==> src/rtl/mdu_hilo_pkg.sv <==
// Shared encodings for the multiply/divide unit: op codes, HI/LO select values, FSM states.
package mdu_hilo_pkg;

  localparam int unsigned WORD_W = 32;

  localparam logic [3:0] MDU_DUM   = 4'd0;
  localparam logic [3:0] MDU_MULT  = 4'd1;
  localparam logic [3:0] MDU_MULTU = 4'd2;
  localparam logic [3:0] MDU_DIV   = 4'd3;
  localparam logic [3:0] MDU_DIVU  = 4'd4;
  localparam logic [3:0] MDU_MADD  = 4'd5;
  localparam logic [3:0] MDU_MADDU = 4'd6;
  localparam logic [3:0] MDU_MSUB  = 4'd7;
  localparam logic [3:0] MDU_MSUBU = 4'd8;

  localparam logic [1:0] MTHILO_NONE = 2'b00;
  localparam logic [1:0] MTHILO_LO   = 2'b01;
  localparam logic [1:0] MTHILO_HI   = 2'b11;

  localparam logic [1:0] MFHILO_NONE = 2'b00;
  localparam logic [1:0] MFHILO_LO   = 2'b01;
  localparam logic [1:0] MFHILO_HI   = 2'b10;

  typedef enum logic [1:0] {StIdle, StMul, StDiv} mdu_state_e;

  function automatic logic op_legal(input logic [3:0] op);
    return (op >= MDU_MULT) && (op <= MDU_MSUBU);
  endfunction

  function automatic logic op_is_div(input logic [3:0] op);
    return (op == MDU_DIV) || (op == MDU_DIVU);
  endfunction

  function automatic logic op_mul_signed(input logic [3:0] op);
    return (op == MDU_MULT) || (op == MDU_MADD) || (op == MDU_MSUB);
  endfunction

endpackage

==> src/rtl/mdu_hilo_if.sv <==
// Control-side bundle of the MDU: op/select inputs, operands, flush, and busy/read-back outputs.
interface mdu_hilo_if;
  import mdu_hilo_pkg::*;

  logic [3:0]        mdu_op;
  logic [1:0]        mthilo;
  logic [1:0]        mfhilo;
  logic [WORD_W-1:0] rs_data;
  logic [WORD_W-1:0] rt_data;
  logic              flush;
  logic              busy;
  logic [WORD_W-1:0] hilo_out;

  modport master (
    output mdu_op, mthilo, mfhilo, rs_data, rt_data, flush,
    input  busy, hilo_out
  );

  modport slave (
    input  mdu_op, mthilo, mfhilo, rs_data, rt_data, flush,
    output busy, hilo_out
  );

endinterface

==> src/rtl/mdu_divider.sv <==
// Iterative 32-bit unsigned restoring divider: one quotient bit per cycle, done after 32 steps.
module mdu_divider (
  input  logic        clk,
  input  logic        reset_n,
  input  logic        start,
  input  logic [31:0] dividend,
  input  logic [31:0] divisor,
  output logic        done,
  output logic [31:0] quotient,
  output logic [31:0] remainder
);

  logic        run_q;
  logic [5:0]  cnt_q;
  logic [31:0] quo_q, rem_q, dvs_q;
  logic [32:0] shifted, diff;
  logic        ge;

  always_comb begin
    shifted = {rem_q, quo_q[31]};
    diff    = shifted - {1'b0, dvs_q};
    // Partial remainder stays below 2*divisor, so the borrow bit alone decides the compare.
    ge      = ~diff[32];
  end

  always_ff @(posedge clk or negedge reset_n) begin
    if (!reset_n) begin
      run_q <= 1'b0;
      cnt_q <= '0;
      quo_q <= '0;
      rem_q <= '0;
      dvs_q <= '0;
    end else if (start) begin
      run_q <= 1'b1;
      cnt_q <= '0;
      quo_q <= dividend;
      rem_q <= '0;
      dvs_q <= divisor;
    end else if (run_q) begin
      if (cnt_q == 6'd32) begin
        run_q <= 1'b0;
      end else begin
        rem_q <= ge ? diff[31:0] : shifted[31:0];
        quo_q <= {quo_q[30:0], ge};
        cnt_q <= cnt_q + 6'd1;
      end
    end
  end

  assign done      = run_q && (cnt_q == 6'd32);
  assign quotient  = quo_q;
  assign remainder = rem_q;

endmodule

==> src/rtl/mdu_hilo.sv <==
// EX-stage multiply/divide unit owning the HI/LO pair; multi-cycle with a busy stall output.
module mdu_hilo
  import mdu_hilo_pkg::*;
#(
  parameter int unsigned MULT_LAT = 5
) (
  input logic         clk,
  input logic         reset_n,
  mdu_hilo_if.slave   bus
);

  localparam logic [4:0] LatInit = 5'(MULT_LAT);

  mdu_state_e  state_q, state_d;
  logic [4:0]  cnt_q, cnt_d;
  logic [31:0] hi_q, hi_d, lo_q, lo_d;
  logic [31:0] a_q, b_q;
  logic [3:0]  op_q;

  logic        busy, start, div_start, div_done, sdiv;
  logic [31:0] dvd_mag, dvs_mag, quo, rem, div_lo, div_hi;
  logic [63:0] ext_a, ext_b, product, mul_res;

  assign busy  = (state_q != StIdle);
  assign start = op_legal(bus.mdu_op) && !busy && !bus.flush;

  // Divider always sees magnitudes; signs are restored from the latched operands.
  assign sdiv      = (bus.mdu_op == MDU_DIV);
  assign dvd_mag   = (sdiv && bus.rs_data[31]) ? -bus.rs_data : bus.rs_data;
  assign dvs_mag   = (sdiv && bus.rt_data[31]) ? -bus.rt_data : bus.rt_data;
  assign div_start = start && op_is_div(bus.mdu_op);

  mdu_divider u_divider (
    .clk       (clk),
    .reset_n   (reset_n),
    .start     (div_start),
    .dividend  (dvd_mag),
    .divisor   (dvs_mag),
    .done      (div_done),
    .quotient  (quo),
    .remainder (rem)
  );

  always_comb begin
    ext_a   = op_mul_signed(op_q) ? {{32{a_q[31]}}, a_q} : {32'h0, a_q};
    ext_b   = op_mul_signed(op_q) ? {{32{b_q[31]}}, b_q} : {32'h0, b_q};
    product = ext_a * ext_b;
    case (op_q)
      MDU_MADD, MDU_MADDU: mul_res = {hi_q, lo_q} + product;
      MDU_MSUB, MDU_MSUBU: mul_res = {hi_q, lo_q} - product;
      default:             mul_res = product;
    endcase
  end

  always_comb begin
    div_lo = quo;
    div_hi = rem;
    if (op_q == MDU_DIV) begin
      // A zero divisor is treated as opposite-signed, so DIV x/0 yields quotient 1.
      if ((a_q[31] ^ b_q[31]) || (b_q == '0)) div_lo = -quo;
      if (a_q[31]) div_hi = -rem;
    end
  end

  always_comb begin
    state_d = state_q;
    cnt_d   = cnt_q;
    hi_d    = hi_q;
    lo_d    = lo_q;
    unique case (state_q)
      StIdle: begin
        if (start) begin
          if (op_is_div(bus.mdu_op)) begin
            state_d = StDiv;
          end else begin
            state_d = StMul;
            cnt_d   = LatInit;
          end
        end else if (!bus.flush) begin
          if (bus.mthilo == MTHILO_LO) lo_d = bus.rs_data;
          if (bus.mthilo == MTHILO_HI) hi_d = bus.rs_data;
        end
      end
      StMul: begin
        if (cnt_q <= 5'd1) begin
          {hi_d, lo_d} = mul_res;
          state_d      = StIdle;
        end else begin
          cnt_d = cnt_q - 5'd1;
        end
      end
      StDiv: begin
        if (div_done) begin
          hi_d    = div_hi;
          lo_d    = div_lo;
          state_d = StIdle;
        end
      end
      default: state_d = StIdle;
    endcase
  end

  always_ff @(posedge clk or negedge reset_n) begin
    if (!reset_n) begin
      state_q <= StIdle;
      cnt_q   <= '0;
      hi_q    <= '0;
      lo_q    <= '0;
      a_q     <= '0;
      b_q     <= '0;
      op_q    <= MDU_DUM;
    end else begin
      state_q <= state_d;
      cnt_q   <= cnt_d;
      hi_q    <= hi_d;
      lo_q    <= lo_d;
      if (start) begin
        a_q  <= bus.rs_data;
        b_q  <= bus.rt_data;
        op_q <= bus.mdu_op;
      end
    end
  end

  assign bus.busy     = busy;
  assign bus.hilo_out = (bus.mfhilo == MFHILO_HI) ? hi_q :
                        (bus.mfhilo == MFHILO_LO) ? lo_q : 32'h0;

endmodule

==> src/flat_wrapper.sv <==
// flat-port wrapper written by rule: the top's interface ports become plain ports
module mdu_hilo_flat import mdu_hilo_pkg::*;
#(
  parameter int unsigned MULT_LAT = 5
)
  (clk, reset_n, bus_mdu_op, bus_mthilo, bus_mfhilo, bus_rs_data, bus_rt_data, bus_flush, bus_busy, bus_hilo_out);
  mdu_hilo_if bus_i ();
  input logic clk;
  input logic reset_n;
  input wire logic [$bits(bus_i.mdu_op)-1:0] bus_mdu_op;
  input wire logic [$bits(bus_i.mthilo)-1:0] bus_mthilo;
  input wire logic [$bits(bus_i.mfhilo)-1:0] bus_mfhilo;
  input wire logic [$bits(bus_i.rs_data)-1:0] bus_rs_data;
  input wire logic [$bits(bus_i.rt_data)-1:0] bus_rt_data;
  input wire logic [$bits(bus_i.flush)-1:0] bus_flush;
  output wire logic [$bits(bus_i.busy)-1:0] bus_busy;
  output wire logic [$bits(bus_i.hilo_out)-1:0] bus_hilo_out;
  assign bus_i.mdu_op = bus_mdu_op;
  assign bus_i.mthilo = bus_mthilo;
  assign bus_i.mfhilo = bus_mfhilo;
  assign bus_i.rs_data = bus_rs_data;
  assign bus_i.rt_data = bus_rt_data;
  assign bus_i.flush = bus_flush;
  assign bus_busy = bus_i.busy;
  assign bus_hilo_out = bus_i.hilo_out;
  mdu_hilo #(.MULT_LAT(MULT_LAT)) u_core (.clk(clk), .reset_n(reset_n), .bus(bus_i));
endmodule
==> config.mk <==
export PLATFORM = sky130hd
export DESIGN_NAME = mdu_hilo_flat
export DESIGN_NICKNAME = d
export VERILOG_FILES = /design/src/rtl/mdu_hilo_pkg.sv /design/src/rtl/mdu_hilo_if.sv /design/src/rtl/mdu_divider.sv /design/src/rtl/mdu_hilo.sv /design/src/flat_wrapper.sv
export SDC_FILE = /design/constraint.sdc
export NUM_CORES = 2
export LEC_CHECK = 0
export ABC_CLOCK_PERIOD_IN_PS = 16490
export BUFFER_PORTS_ARGS = -buffer_cell sky130_fd_sc_hd__clkbuf_2
export CORE_AREA = 3 3 448 450
export CTS_BUF_LIST = sky130_fd_sc_hd__clkbuf_8
export CTS_CLUSTER_DIAMETER = 60
export CTS_CLUSTER_SIZE = 16
export DETAILED_ROUTE_END_ITERATION = 16
export DIE_AREA = 0 0 451 453
export GPL_ROUTABILITY_DRIVEN = 1
export SYNTH_ARGS = -nofsm -noshare
export SYNTH_HDL_FRONTEND = slang
export SYNTH_SLANG_ARGS = --single-unit
==> constraint.sdc <==
create_clock -name clk -period 16.49 [get_ports clk]
set_input_delay 0.8245 -clock clk [delete_from_list [all_inputs] [get_ports clk]]
set_output_delay 0.8245 -clock clk [all_outputs]
set_load 0.02 [all_outputs]
==> results_dict.tcl <==
set metrics [dict create \
    status "finished clean" \
    drv_slew 0 \
    syn_nets 9754 \
    finalSetupViolations 0 \
    cts_resized 0 \
    core_um2 197000 \
    drive_above_1_share_pct 5.577 \
    syn_area_um2 68940 \
    drc 0 \
    grtUsageMet1_pct 29.99 \
    die_h_um 453 \
    reg2reg_slack_ns 2.53 \
    cts.reportedPaths.clkPinSlew_ns 0.10 \
    rr_worst_depth 43 \
    start_util_pct 34.99 \
    path_max_fanout 17 \
    fin_crit_sh_pct 84.64 \
    holdWs_ns 0.1805 \
    clock_path_buffers 3 \
    startpoint_type "flip-flop" \
    cts_setup_buffers 0 \
    grtUsageMet3_pct 2.391 \
    hold_violations 0 \
    async_flop_share_pct 100.0 \
    crit_path_top_delay_cell "fa_1" \
    die_area_um2 204300 \
    via_per_inst 5.220 \
    yosysUniqueCellTypes 112 \
    fmax_ghz 0.07165 \
    slowest_delay_ns 0.68 \
    cts-root-buf "clkbuf_8" \
    yosysWarnings 0 \
    final_cell_mix "1664 x inv_1, 1426 x fa_1, 1095 x nand2_1" \
    crit_arrival_ns 14.54 \
    areaGrowthSynthToFinish_pct 5.845 \
    synth-edff-count 0 \
    tightest_slew_ns 1.469 \
    totalWireLength_um 229900 \
    drt_first_pass_iters 6 \
    drtIter0Drc 4191 \
    crit-reg2reg-launch "u_core.op_q[3]$_DFFE_PN0P_" \
    rsz0062_at_grt "no" \
    hp-class "input port to async pin" \
    io_pins 108 \
    grt_pass1_wl_um 358600 \
    timing.setup.tns_ns 0 \
    insertion_delay_ns 0.73 \
    synth_seq_cells 242 \
    synth_flop_cell "dfrtp_1" \
    drv_cap 0 \
    grt_busiest_layer "met2" \
    cts_tree "done" \
    row_count 163 \
    nNetsFinal 9597 \
    cts_hold_buf 0 \
    clock_skew_ns 0.08419 \
    synth.avg_cell_area_um2 8.792 \
    portBuffers 107 \
    worstSetupPathType "flip-flop to flip-flop" \
    syn-instance-count 7842 \
    grt_pass1_vias 58140 \
    routed-via-count 54040 \
    chipWidth_um 451 \
    grt_antenna_before_repair 9 \
    crit_required_ns 17.08 \
    cpMostUsedCell "fa_1" \
    layout_commonest_cell "inv_1" \
    grt_usage_pct 22.80 \
    place.gp.congestion 0.9890 \
    period_needed_ns 13.96 \
    met2_usage_pct 38.42 \
    cts_inserted_buffers 31 \
    r2r-end "u_core.hi_q[31]$_DFFE_PN0P_" \
    htree_levels 1 \
    grt_max_degree 104 \
    hpwl_um 190300 \
    worst_setup_path_end_kind "flip-flop" \
    slew-limit-headroom_pct 2.084 \
    clkSinkCount 242 \
    yosysSeqAreaShare_pct 8.784 \
    antenna_left 0 \
    wl_per_cell_um 22.21 \
    overflow 0 \
]
per-layer routing:
metal / vias up / wire, um
met2: 1700 / 109600
met3: 419 / 12280
met1: 28150 / 96790
met5: - / 13
met4: 2 / 11240
li1: 23770 / -
cell usage after synthesis (17+ instances only):
master | n | share of area (%)
nand2b_1 | 37 | 0.34
o211ai_1 | 24 | 0.26
clkbuf_1 | 367 | 2.0
inv_1 | 1663 | 9.1
mux2_2 | 55 | 0.90
a21o_1 | 88 | 0.96
a22o_1 | 35 | 0.44
ha_1 | 411 | 7.5
xor2_1 | 162 | 2.1
buf_1 | 17 | 0.093
nor4_1 | 36 | 0.33
buf_2 | 21 | 0.15
o221a_2 | 19 | 0.31
nand2_1 | 1096 | 6.0
a21oi_1 | 274 | 2.0
nor2b_1 | 28 | 0.25
xnor2_1 | 219 | 2.8
o21a_1 | 20 | 0.22
o21ai_0 | 275 | 2.0
o31ai_1 | 70 | 0.76
nor3_1 | 61 | 0.44
and2_1 | 376 | 3.4
fa_1 | 1426 | 41
nor2_1 | 289 | 1.6
a211oi_1 | 23 | 0.25
nand3_1 | 39 | 0.28
and3_1 | 49 | 0.44
or3_1 | 29 | 0.26
nand4_1 | 37 | 0.34
dfrtp_1 | 242 | 8.8
o21bai_1 | 21 | 0.23
mux2i_1 | 35 | 0.51
a31oi_1 | 61 | 0.55
stage by stage:
stage                     area, um2  util, %  cells  setup slack, ns
after floorplan               68940        -   7842            4.644
after global placement        72170    36.63  10290            2.778
after detailed placement      72170    36.63  10290            2.696
after CTS                     72970    37.04  10350            2.664
after global routing          72970    37.04  10350            1.619
final                         72970    37.04  10350            2.533
worst max-delay path by stage:
stage / from / endpoint / slack (ns) / cells after the start
after floorplan: u_core.op_q[3]$_DFFE_PN0P_ / u_core.hi_q[26]$_DFFE_PN0P_ / 4.64 / 47
after global routing: u_core.op_q[3]$_DFFE_PN0P_ / u_core.hi_q[31]$_DFFE_PN0P_ / 1.62 / 44
after global placement: u_core.op_q[3]$_DFFE_PN0P_ / u_core.hi_q[28]$_DFFE_PN0P_ / 2.78 / 46
after CTS: u_core.op_q[3]$_DFFE_PN0P_ / u_core.hi_q[31]$_DFFE_PN0P_ / 2.66 / 43
final: u_core.op_q[3]$_DFFE_PN0P_ / u_core.hi_q[31]$_DFFE_PN0P_ / 2.53 / 43
after detailed placement: u_core.op_q[3]$_DFFE_PN0P_ / u_core.hi_q[26]$_DFFE_PN0P_ / 2.70 / 45
critical path: cells and delay by family (launching register included):
kind,cells,cell delay (ns)
buffers and inverters,9,1.18
flip-flops,1,0.43
adder cells (fa/ha/maj),12,6.33
AO/OA/AOI/OAI,7,1.58
XOR/XNOR,3,0.44
AND/OR/NAND/NOR,12,3.86
sequential cells by signal, indices dropped and copies added (netlist names):
register	flops
u_core.u_divider.remainder	32
u_core.u_divider.cnt_q	6
u_core.u_divider.run_q	1
u_core.lo_q	32
u_core.b_q	32
u_core.hi_q	32
u_core.cnt_q	5
u_core.op_q	4
u_core.u_divider.quotient	32
u_core.state_q	2
u_core.a_q	32
u_core.u_divider.dvs_q	32
final cells by class:
type / count / area, um2
clock inverter: 25 / 344.1
antenna: 3 / 7.507
inverter: 1664 / 6246
tap: 2640 / 3303
sequential: 242 / 6061
fill: 20310 / 124000
timing repair buffer: 218 / 1391
clock buffer: 33 / 454.2
multi-input combinational: 5528 / 55170
kinds of logic after synthesis:
kind of cell | count (synthesis) | synth area share [%]
AOI/OAI and AO/OA | 1072 | 10.14
and+or+nand+nor | 2142 | 14.51
muxes | 91 | 1.423
xor gates and xnor gates | 384 | 4.911
adders and majority gates | 1839 | 48.89
buffers and inverters | 2072 | 11.34
DFF | 242 | 8.784
Power is not shown: default switching activity piles up to over one toggle a cycle in this logic, so the estimate is an artifact.
